[src/rtl/alu_issue_pkg.sv]
// Shared types and constants for the ALU command issuer.
package alu_issue_pkg;

  localparam int unsigned DATA_W = 8;
  localparam int unsigned OP_W   = 3;
  localparam int unsigned RES_W  = 16;

  localparam logic [OP_W-1:0] OP_NOP = 3'b000;
  localparam logic [OP_W-1:0] OP_ADD = 3'b001;
  localparam logic [OP_W-1:0] OP_AND = 3'b010;
  localparam logic [OP_W-1:0] OP_XOR = 3'b011;

  typedef enum logic [1:0] {
    ST_IDLE  = 2'd0,
    ST_ISSUE = 2'd1,
    ST_WAIT  = 2'd2,
    ST_RESP  = 2'd3
  } state_t;

  // 19-bit queued command, packed as {a, b, op}
  typedef struct packed {
    logic [DATA_W-1:0] a;
    logic [DATA_W-1:0] b;
    logic [OP_W-1:0]   op;
  } cmd_t;

  function automatic cmd_t pack_cmd(input logic [DATA_W-1:0] a,
                                    input logic [DATA_W-1:0] b,
                                    input logic [OP_W-1:0]   op);
    cmd_t c;
    c.a  = a;
    c.b  = b;
    c.op = op;
    return c;
  endfunction

endpackage

[src/rtl/alu_cmd_fifo.sv]
// Command FIFO: DEPTH entries, registered read data, wrap-bit pointers.
module alu_cmd_fifo
  import alu_issue_pkg::*;
#(
  parameter int unsigned DEPTH = 4
) (
  input  logic clk,
  input  logic rst_n,
  input  logic push,
  input  cmd_t wr_data,
  input  logic pop,
  output cmd_t rd_data,
  output logic full,
  output logic empty
);

  localparam int unsigned AW = $clog2(DEPTH);
  localparam int unsigned PW = AW + 1;

  cmd_t          mem [DEPTH];
  logic [PW-1:0] wr_ptr;
  logic [PW-1:0] rd_ptr;
  logic          do_push;
  logic          do_pop;

  assign empty   = (wr_ptr == rd_ptr);
  assign full    = (wr_ptr[AW] != rd_ptr[AW]) && (wr_ptr[AW-1:0] == rd_ptr[AW-1:0]);
  assign do_push = push && !full;
  assign do_pop  = pop && !empty;

  // Storage array write port
  always_ff @(posedge clk) begin
    if (do_push) mem[wr_ptr[AW-1:0]] <= wr_data;
  end

  // Pointer update and registered head read
  always_ff @(posedge clk or negedge rst_n) begin
    if (!rst_n) begin
      wr_ptr  <= '0;
      rd_ptr  <= '0;
      rd_data <= '0;
    end else begin
      if (do_push) wr_ptr <= wr_ptr + PW'(1);
      if (do_pop) begin
        rd_data <= mem[rd_ptr[AW-1:0]];
        rd_ptr  <= rd_ptr + PW'(1);
      end
    end
  end

endmodule

[src/rtl/alu_cmd_issuer.sv]
// Issues queued ALU commands one at a time and returns result/op/err on a valid/ready port.
module alu_cmd_issuer
  import alu_issue_pkg::*;
#(
  parameter int unsigned DEPTH   = 4,
  parameter int unsigned TIMEOUT = 8
) (
  input  logic              clk,
  input  logic              rst_n,
  input  logic              cmd_valid,
  output logic              cmd_ready,
  input  logic [DATA_W-1:0] cmd_a,
  input  logic [DATA_W-1:0] cmd_b,
  input  logic [OP_W-1:0]   cmd_op,
  output logic [DATA_W-1:0] alu_a,
  output logic [DATA_W-1:0] alu_b,
  output logic [OP_W-1:0]   alu_op,
  output logic              alu_start,
  input  logic              alu_done,
  input  logic [RES_W-1:0]  alu_result,
  output logic              rsp_valid,
  input  logic              rsp_ready,
  output logic [RES_W-1:0]  rsp_result,
  output logic [OP_W-1:0]   rsp_op,
  output logic              rsp_err,
  output logic              busy
);

  localparam int unsigned CNT_W = (TIMEOUT > 1) ? $clog2(TIMEOUT) : 1;

  state_t           state;
  state_t           state_nxt;
  cmd_t             fifo_rd;
  logic             fifo_full;
  logic             fifo_empty;
  logic             push;
  logic             pop;
  logic [CNT_W-1:0] to_cnt;
  logic             timeout_hit;
  logic             is_nop;

  logic             load_alu;
  logic             start_nxt;
  logic             cnt_clr;
  logic             cnt_inc;
  logic             rsp_load;
  logic             rsp_drop;
  logic [RES_W-1:0] rsp_result_nxt;
  logic [OP_W-1:0]  rsp_op_nxt;
  logic             rsp_err_nxt;

  assign cmd_ready   = !fifo_full;
  assign push        = cmd_valid && cmd_ready;
  assign busy        = (state != ST_IDLE) || !fifo_empty;
  assign is_nop      = (fifo_rd.op == OP_NOP);
  assign timeout_hit = (to_cnt == CNT_W'(TIMEOUT - 1));

  alu_cmd_fifo #(.DEPTH(DEPTH)) u_fifo (
    .clk     (clk),
    .rst_n   (rst_n),
    .push    (push),
    .wr_data (pack_cmd(cmd_a, cmd_b, cmd_op)),
    .pop     (pop),
    .rd_data (fifo_rd),
    .full    (fifo_full),
    .empty   (fifo_empty)
  );

  // State register
  always_ff @(posedge clk or negedge rst_n) begin
    if (!rst_n) state <= ST_IDLE;
    else        state <= state_nxt;
  end

  // Next-state logic; ISSUE is where the popped head becomes visible
  always_comb begin
    state_nxt = state;
    unique case (state)
      ST_IDLE:  if (!fifo_empty) state_nxt = ST_ISSUE;
      ST_ISSUE: state_nxt = is_nop ? ST_RESP : ST_WAIT;
      ST_WAIT:  if (alu_done || timeout_hit) state_nxt = ST_RESP;
      ST_RESP:  if (rsp_ready) state_nxt = ST_IDLE;
      default:  state_nxt = ST_IDLE;
    endcase
  end

  // Control strobes for the datapath registers
  always_comb begin
    pop            = 1'b0;
    load_alu       = 1'b0;
    start_nxt      = 1'b0;
    cnt_clr        = 1'b0;
    cnt_inc        = 1'b0;
    rsp_load       = 1'b0;
    rsp_drop       = 1'b0;
    rsp_result_nxt = '0;
    rsp_op_nxt     = alu_op;
    rsp_err_nxt    = 1'b0;
    unique case (state)
      ST_IDLE: pop = !fifo_empty;
      ST_ISSUE: begin
        load_alu   = 1'b1;
        cnt_clr    = 1'b1;
        start_nxt  = !is_nop;
        rsp_load   = is_nop;
        rsp_op_nxt = fifo_rd.op;
      end
      ST_WAIT: begin
        if (alu_done) begin
          rsp_load       = 1'b1;
          rsp_result_nxt = alu_result;
        end else if (timeout_hit) begin
          rsp_load    = 1'b1;
          rsp_err_nxt = 1'b1;
        end else begin
          cnt_inc = 1'b1;
        end
      end
      ST_RESP: rsp_drop = rsp_ready;
      default: ;
    endcase
  end

  // ALU drive, timeout counter and response registers
  always_ff @(posedge clk or negedge rst_n) begin
    if (!rst_n) begin
      alu_a      <= '0;
      alu_b      <= '0;
      alu_op     <= '0;
      alu_start  <= 1'b0;
      to_cnt     <= '0;
      rsp_valid  <= 1'b0;
      rsp_result <= '0;
      rsp_op     <= '0;
      rsp_err    <= 1'b0;
    end else begin
      alu_start <= start_nxt;
      if (load_alu) begin
        alu_a  <= fifo_rd.a;
        alu_b  <= fifo_rd.b;
        alu_op <= fifo_rd.op;
      end
      if (cnt_clr)      to_cnt <= '0;
      else if (cnt_inc) to_cnt <= to_cnt + CNT_W'(1);
      if (rsp_load) begin
        rsp_valid  <= 1'b1;
        rsp_result <= rsp_result_nxt;
        rsp_op     <= rsp_op_nxt;
        rsp_err    <= rsp_err_nxt;
      end else if (rsp_drop) begin
        rsp_valid <= 1'b0;
      end
    end
  end

endmodule

[config.mk]
export PLATFORM = sky130hd
export DESIGN_NAME = alu_cmd_issuer
export DESIGN_NICKNAME = d
export VERILOG_FILES = /design/src/rtl/alu_issue_pkg.sv /design/src/rtl/alu_cmd_fifo.sv /design/src/rtl/alu_cmd_issuer.sv
export SDC_FILE = /design/constraint.sdc
export NUM_CORES = 1
export LEC_CHECK = 0
export BUFFER_PORTS_ARGS = -buffer_cell sky130_fd_sc_hd__buf_4
export CORE_MARGIN = 1
export CORE_UTILIZATION = 61
export CTS_BUF_LIST = sky130_fd_sc_hd__clkbuf_16
export CTS_CLUSTER_DIAMETER = 50
export DETAILED_ROUTE_END_ITERATION = 12
export GPL_TIMING_DRIVEN = 0
export PLACE_DENSITY = 0.84
export SETUP_SLACK_MARGIN = 0.3
export SYNTH_ARGS = -nofsm -noshare
export SYNTH_HDL_FRONTEND = slang
export SYNTH_SLANG_ARGS = --single-unit
[constraint.sdc]
create_clock -name clk -period 2.5 [get_ports clk]
set_input_delay 0.125 -clock clk [delete_from_list [all_inputs] [get_ports clk]]
set_output_delay 0.125 -clock clk [all_outputs]
set_load 0.01 [all_outputs]
[Yosys cells after proc, flatten, opt, wreduce, memory -nomap -nowiden]
Memory sizes are Yosys's and may differ from the RTL's. A register that Yosys moved wholly into a read port is not among the register bits.
Cells that the tools add are included.
Operators by class
  bitwise gates (word level): 0
  add/sub/neg operators: 3
  reduce and logical (&&, ||, !) cells: 16
  muxes and demuxes: 26
  div/mod/pow operators: 0
  multipliers: 0
  shift-type cells: 0
  magnitude comparators: 0
  equal/unequal tests: 10
Operators by type and width (count)
  2-to-1 mux 16 bit: 2
  2-to-1 mux 1 bit: 16
  adder 3 x 1 -> 3 bit, second input constant: 3
  2-to-1 mux 3 bit: 3
  case mux 2 bit (4 select lines): 1
  2-to-1 mux 2 bit: 3
  != test 2 bit, second input constant: 3
  nonzero test 2 bit: 3
  equality test 2 bit, second input constant: 2
  logical AND 1 bit: 4
  logical NOT 1 bit: 4
  equality test 3 bit: 1
  equality test 3 bit, second input constant: 1
  logical NOT 3 bit: 1
  AND reduction 3 bit: 1
  equality test 2 x 1 -> 1 bit, second input constant: 1
  equality test 2 bit: 1
  logical NOT 2 bit: 1
  logical OR 1 bit: 2
  case mux 1 bit (2 select lines): 1
  != test 1 bit: 1
Word-level totals
  logic and storage cells: 68
  memories kept: 1
  RAM bits: 76
  ROM bits: 0
  bits in latches: 0
  output and inout port bits: 43
  register bits after elaboration: 52
Memories
  u_fifo.mem: depth 4, width 19, read ports 1, clocked after Yosys merged registers in 1, wr ports 1, RTL line alu_cmd_fifo.sv:20  | cmd_t mem [DEPTH];

[Depth between registers and ports, before layout]
  word-level depth: 7
  gate-level depth with buffers: 8

[Hierarchy]
Synthesis repeated with hierarchy kept, for this count alone.
Second synthesis, totals
  cells, all modules: 309
  area total of the unflattened synthesis: 5888.1 µm²
By module, submodules not included
  alu_cmd_fifo: times used 1, seq. area each 2907.8 µm², area each 3978.8 µm², cells an instance 176
  alu_cmd_issuer: times used 1, seq. area each 1151.1 µm², area each 1909.3 µm², cells an instance 133

[Worst setup path after synthesis]
No wires, ideal clock.
  path type: register to register
  start point: register u_fifo.wr_ptr[0]
  end point: memory u_fifo.mem[3][0] (netlist name), enable pin
  setup slack: 698 ps
  arrival time: 1424 ps
  buffers on the path: 0
  cell stages (with the launch flop): 4
  required time: 2121 ps
  library setup time: 379 ps
  cells stage by stage: dfrtp_1 -> xnor2_1 -> nand3_1 -> and3_1
On the way
  word-level cells in the longest chain between the ends: 7
Ends and longest elaborated chain
  start, declared: RTL line alu_cmd_fifo.sv:21  | logic [PW-1:0] wr_ptr;
  start signal, assigned: RTL line alu_cmd_fifo.sv:43  | if (do_push) wr_ptr <= wr_ptr + PW'(1);
  equality test 2 bit *: RTL line alu_cmd_fifo.sv:27  | assign full = (wr_ptr[AW] != rd_ptr[AW]) && (wr_ptr[AW-1:0] == rd_ptr[AW-1:0]);
  logical AND 1 bit *: RTL line alu_cmd_fifo.sv:27
  logical NOT 1 bit *: RTL line alu_cmd_issuer.sv:52  | assign cmd_ready = !fifo_full;
  via cmd_ready: RTL line alu_cmd_issuer.sv:11  | output logic cmd_ready,
  logical AND 1 bit: RTL line alu_cmd_issuer.sv:53  | assign push = cmd_valid && cmd_ready;
  logical AND 1 bit *: RTL line alu_cmd_fifo.sv:28  | assign do_push = push && !full;
  2-to-1 mux 1 bit *: RTL line alu_cmd_fifo.sv:33  | if (do_push) mem[wr_ptr[AW-1:0]] <= wr_data;
  2-to-1 mux 1 bit (not written as such) *: RTL line alu_cmd_fifo.sv:33
  end, declared: RTL line alu_cmd_fifo.sv:20
Mark *: on every way through the listed nets, which the timed path passes. The rest lies on a longest branch.

[Worst setup path after layout]
  start point: register u_fifo.wr_ptr[0]
  end point: register u_fifo.wr_ptr[2]
On the way
  word-level cells in the longest chain between the ends: 5
  elaborated cells on any way between the ends: 6
  classes of those cells: add/sub: 1; eq/ne: 1; reduce/logical: 4
Ends and longest elaborated chain (RTL line)
  equality test 2 bit: alu_cmd_fifo.sv:27
  logical AND 1 bit: alu_cmd_fifo.sv:27
  logical NOT 1 bit: alu_cmd_fifo.sv:28, alu_cmd_issuer.sv:52
  logical AND 1 bit: alu_cmd_issuer.sv:53
  logical AND 1 bit: alu_cmd_fifo.sv:28
Parallel ways exist; a longest one is shown, timed or not.
A chain may end at the register's enable or synchronous reset.

==> flow_summary.ini <==
[run_status]
status = complete, no violations

[logic_synthesis]
synth_compound_area_share_pct = 2.52
netlist_instances = 332
synth-edff-count = 76
synth_ff_type = edfxtp_1
ys_types = 34
synthAdderAreaFrac_pct = 2.59
synth_area_leaders = edfxtp_1 39%, dfrtp_1 31%, mux4_2 7.4%
async_reset_ff_share_pct = 48.3
synth_nets = 384
ys_seq_area_share_pct = 69.9
synth_top_area_share_pct = 39.3
syn-cell-area_um2 = 5810
synth_top_area_cell = edfxtp_1
synthSimpleGateAreaFrac_pct = 4.20
synthXorXnorAreaFrac_pct = 1.36
synth_top_family_by_area = multiplexers
yosysMostFrequentCell = edfxtp_1
avgSynthCellArea_um2 = 17.5
yosysWarnings = 0
synth_mux_area_share_pct = 17.6
synth_seq_cells = 147
netlist_top_cells_count = 76 x edfxtp_1, 71 x dfrtp_1, 38 x nand2_1, 25 x mux2_2, 19 x mux4_2

[sta]
clock_skew_ns = 0.0102
post-route-period-util_pct = 82.1
whs_ns = 0.0796
finalSetupViolations = 0
hold_viol = 0
fin_crit_ns = 2.05
max_freq_ghz = 0.487
worst_pin_slew_ns = 0.909
setup_ws_ns = 0.447
rsz0062_at_grt = no
drv_slew = 0
slew_headroom_pct = 39.4
tns_ns = 0

[placement]
placed_cell_area_um2 = 6580
gp_congestion = 0.728
post-dp-hpwl_um = 6440
numPortBuffers = 82
dp_slack_ns = 0.298

[setup_path]
worstPathArrival_ns = 2.31
path_class = reg -> reg
path_max_fanout = 20
worstRegToRegCells = 4
end_kind = flop
crit-reg2reg-capture = u_fifo.wr_ptr[2]$_DFFE_PN0P_
worstPathRequired_ns = 2.76
rrSetupSlack_ns = 0.45
worstSetupStartpointType = flop
timing.rr.start = u_fifo.wr_ptr[0]$_DFFE_PN0P_

[min_path]
hold_end = u_fifo.wr_ptr[0]$_DFFE_PN0P_
min_path_type = in -> reg
hp-start = cmd_valid
worstHoldPathCells = 3

[drt]
firstDrtPassIters = 4
wl_per_cell_um = 18.9
drc = 0
vias = 3278
drt-initial-drc-count = 149
wl_um = 11600
viasPerCell = 5.35
drtAntennaViolNets = 0

[clock_network]
clk_latency_ns = 0.41
clock_path_buffers = 2
cts.sinks = 147
cts_tree = yes
htreeDepth = 4
path_clk_slew_ns = 0.06
clock-root-buffer = clkbuf_16
cts_made_buffers = 17

[global_routing]
grt_use_total_pct = 25.2
grt_max_degree = 72
overflow = 0
grt_use_met2_pct = 43.5
grt_pass1_wl_um = 17900
gr-max-usage-layer = met2
use_met1_pct = 31.1
antenna_found_initial = 0
grt_use_met3_pct = 5.55
grt_pass1_vias = 3455

[floorplanning]
dieArea_um2 = 9910
die_y_um = 99.6
core-area_um2 = 9240
num_rows = 35
die_x_um = 99.6
initial_utilization_pct = 62.8
num_io_pins = 83

[finish]
final_net_count = 523
diodes = 0
drive_gt1_share_pct = 39.7
syn2layout_area_growth_pct = 29.5
final_area_um2 = 7520
final_util_pct = 81.4

[power]
powerDensity_nw_per_um2 = 1290
power_leakage_nw = 3.12
vdd_drop_max_mv = 0.717

[flow_run]
maxCapViolCount = 0
[through the flow]
step / instances / power (mW)
floorplan: 332 / 6.09
global placement: 543 / 7.07
detailed placement: 543 / 7.24
CTS: 613 / 9.69
global route: 613 / 10.1
finish: 613 / 9.67
[where the power goes]
| part | leakage [nW] | switching (mW) | internal, mW | total (mW) |
|---|---|---|---|---|
| logic | 1.29 | 1.61 | 1.84 | 3.44 |
| clock network | 0.257 | 1.03 | 1.29 | 2.32 |
| registers | 1.57 | 0.466 | 3.44 | 3.90 |
[per-layer routing]
metal | vias to the layer above | share of wire, %
li1 | 1502 | -
met1 | 1634 | 39
met2 | 132 | 53
met3 | 10 | 6.2
met4 | 0 | 1.4
met5 | - | 0
[worst max-delay path: stages, from the launching register on]
cell,delay (ns)
dfrtp_1,0.46
xnor2_1,0.41
nand3_1,0.31
and3_2,0.51
xor2_1,0.22
[worst max-delay path by stage]
stage                                  from                      endpoint  slack (ns)  cells past startpoint
5_1_grt                state[0]$_DFFE_PN0P_    rsp_result[12]$_DFFE_PN0P_        0.30                      7
4_1_cts        u_fifo.wr_ptr[0]$_DFFE_PN0P_   u_fifo.mem[2][13]$_DFFE_PP_        0.32                      3
6_report       u_fifo.wr_ptr[0]$_DFFE_PN0P_  u_fifo.wr_ptr[2]$_DFFE_PN0P_        0.45                      4
3_5_place_dp   u_fifo.wr_ptr[0]$_DFFE_PN0P_    u_fifo.mem[3][7]$_DFFE_PP_        0.30                      3
3_3_place_gp   u_fifo.wr_ptr[0]$_DFFE_PN0P_    u_fifo.mem[3][7]$_DFFE_PP_        0.36                      3
2_1_floorplan  u_fifo.wr_ptr[0]$_DFFE_PN0P_    u_fifo.mem[3][0]$_DFFE_PP_        0.70                      3
[area by class of cell]
cell class / instances / area [um^2]
Buffer: 14 / 77.6
Clock buffer: 17 / 425
Clock inverter: 15 / 124
Fill cell: 437 / 1720
Inverter: 8 / 30.0
Multi-Input combinational cell: 163 / 1650
Sequential cell: 147 / 4060
Tap cell: 129 / 161
Timing Repair Buffer: 120 / 996
[kinds of logic after synthesis]
group	count (synthesis)
XOR/XNOR	9
AND/OR/NAND/NOR	52
adder cells (fa/ha/maj)	12
multiplexers	66
AO/OA/AOI/OAI	24
buffers and inverters	22
flip-flops	147
[layout by cell type, fill, tap and decap left out, types with 5 or more instances in the layout]
cell / netlist / routed
edfxtp_1: 76 / 76
mux2_4: 18 / 18
xnor2_1: 6 / 6
o21ai_0: 17 / 17
mux4_2: 19 / 19
inv_6: 0 / 5
dfrtp_1: 71 / 71
buf_2: 5 / 5
nand2_1: 38 / 38
mux2_2: 25 / 25
buf_4: 1 / 83
dlygate4sd3_1: 0 / 38
ha_1: 12 / 12
clkbuf_16: 0 / 17
inv_1: 8 / 8
[flip-flops by register name, summed over array words and instances, names as in the netlist]
signal	flops
u_fifo.mem	76
to_cnt	3
rsp_op	3
u_fifo.rd_data	19
alu_a	8
u_fifo.wr_ptr	3
u_fifo.rd_ptr	3
state	2
rsp_valid	1
alu_b	8
alu_start	1
rsp_result	16
alu_op	3
rsp_err	1
[repair_timing]
item                       CTS  global route
hold buffers                38             0
setup buffers                0             0
resized for setup            2             3
hold endpoints to repair   165             0
setup endpoints to repair   38            41
(Power assumes the default switching activity.)
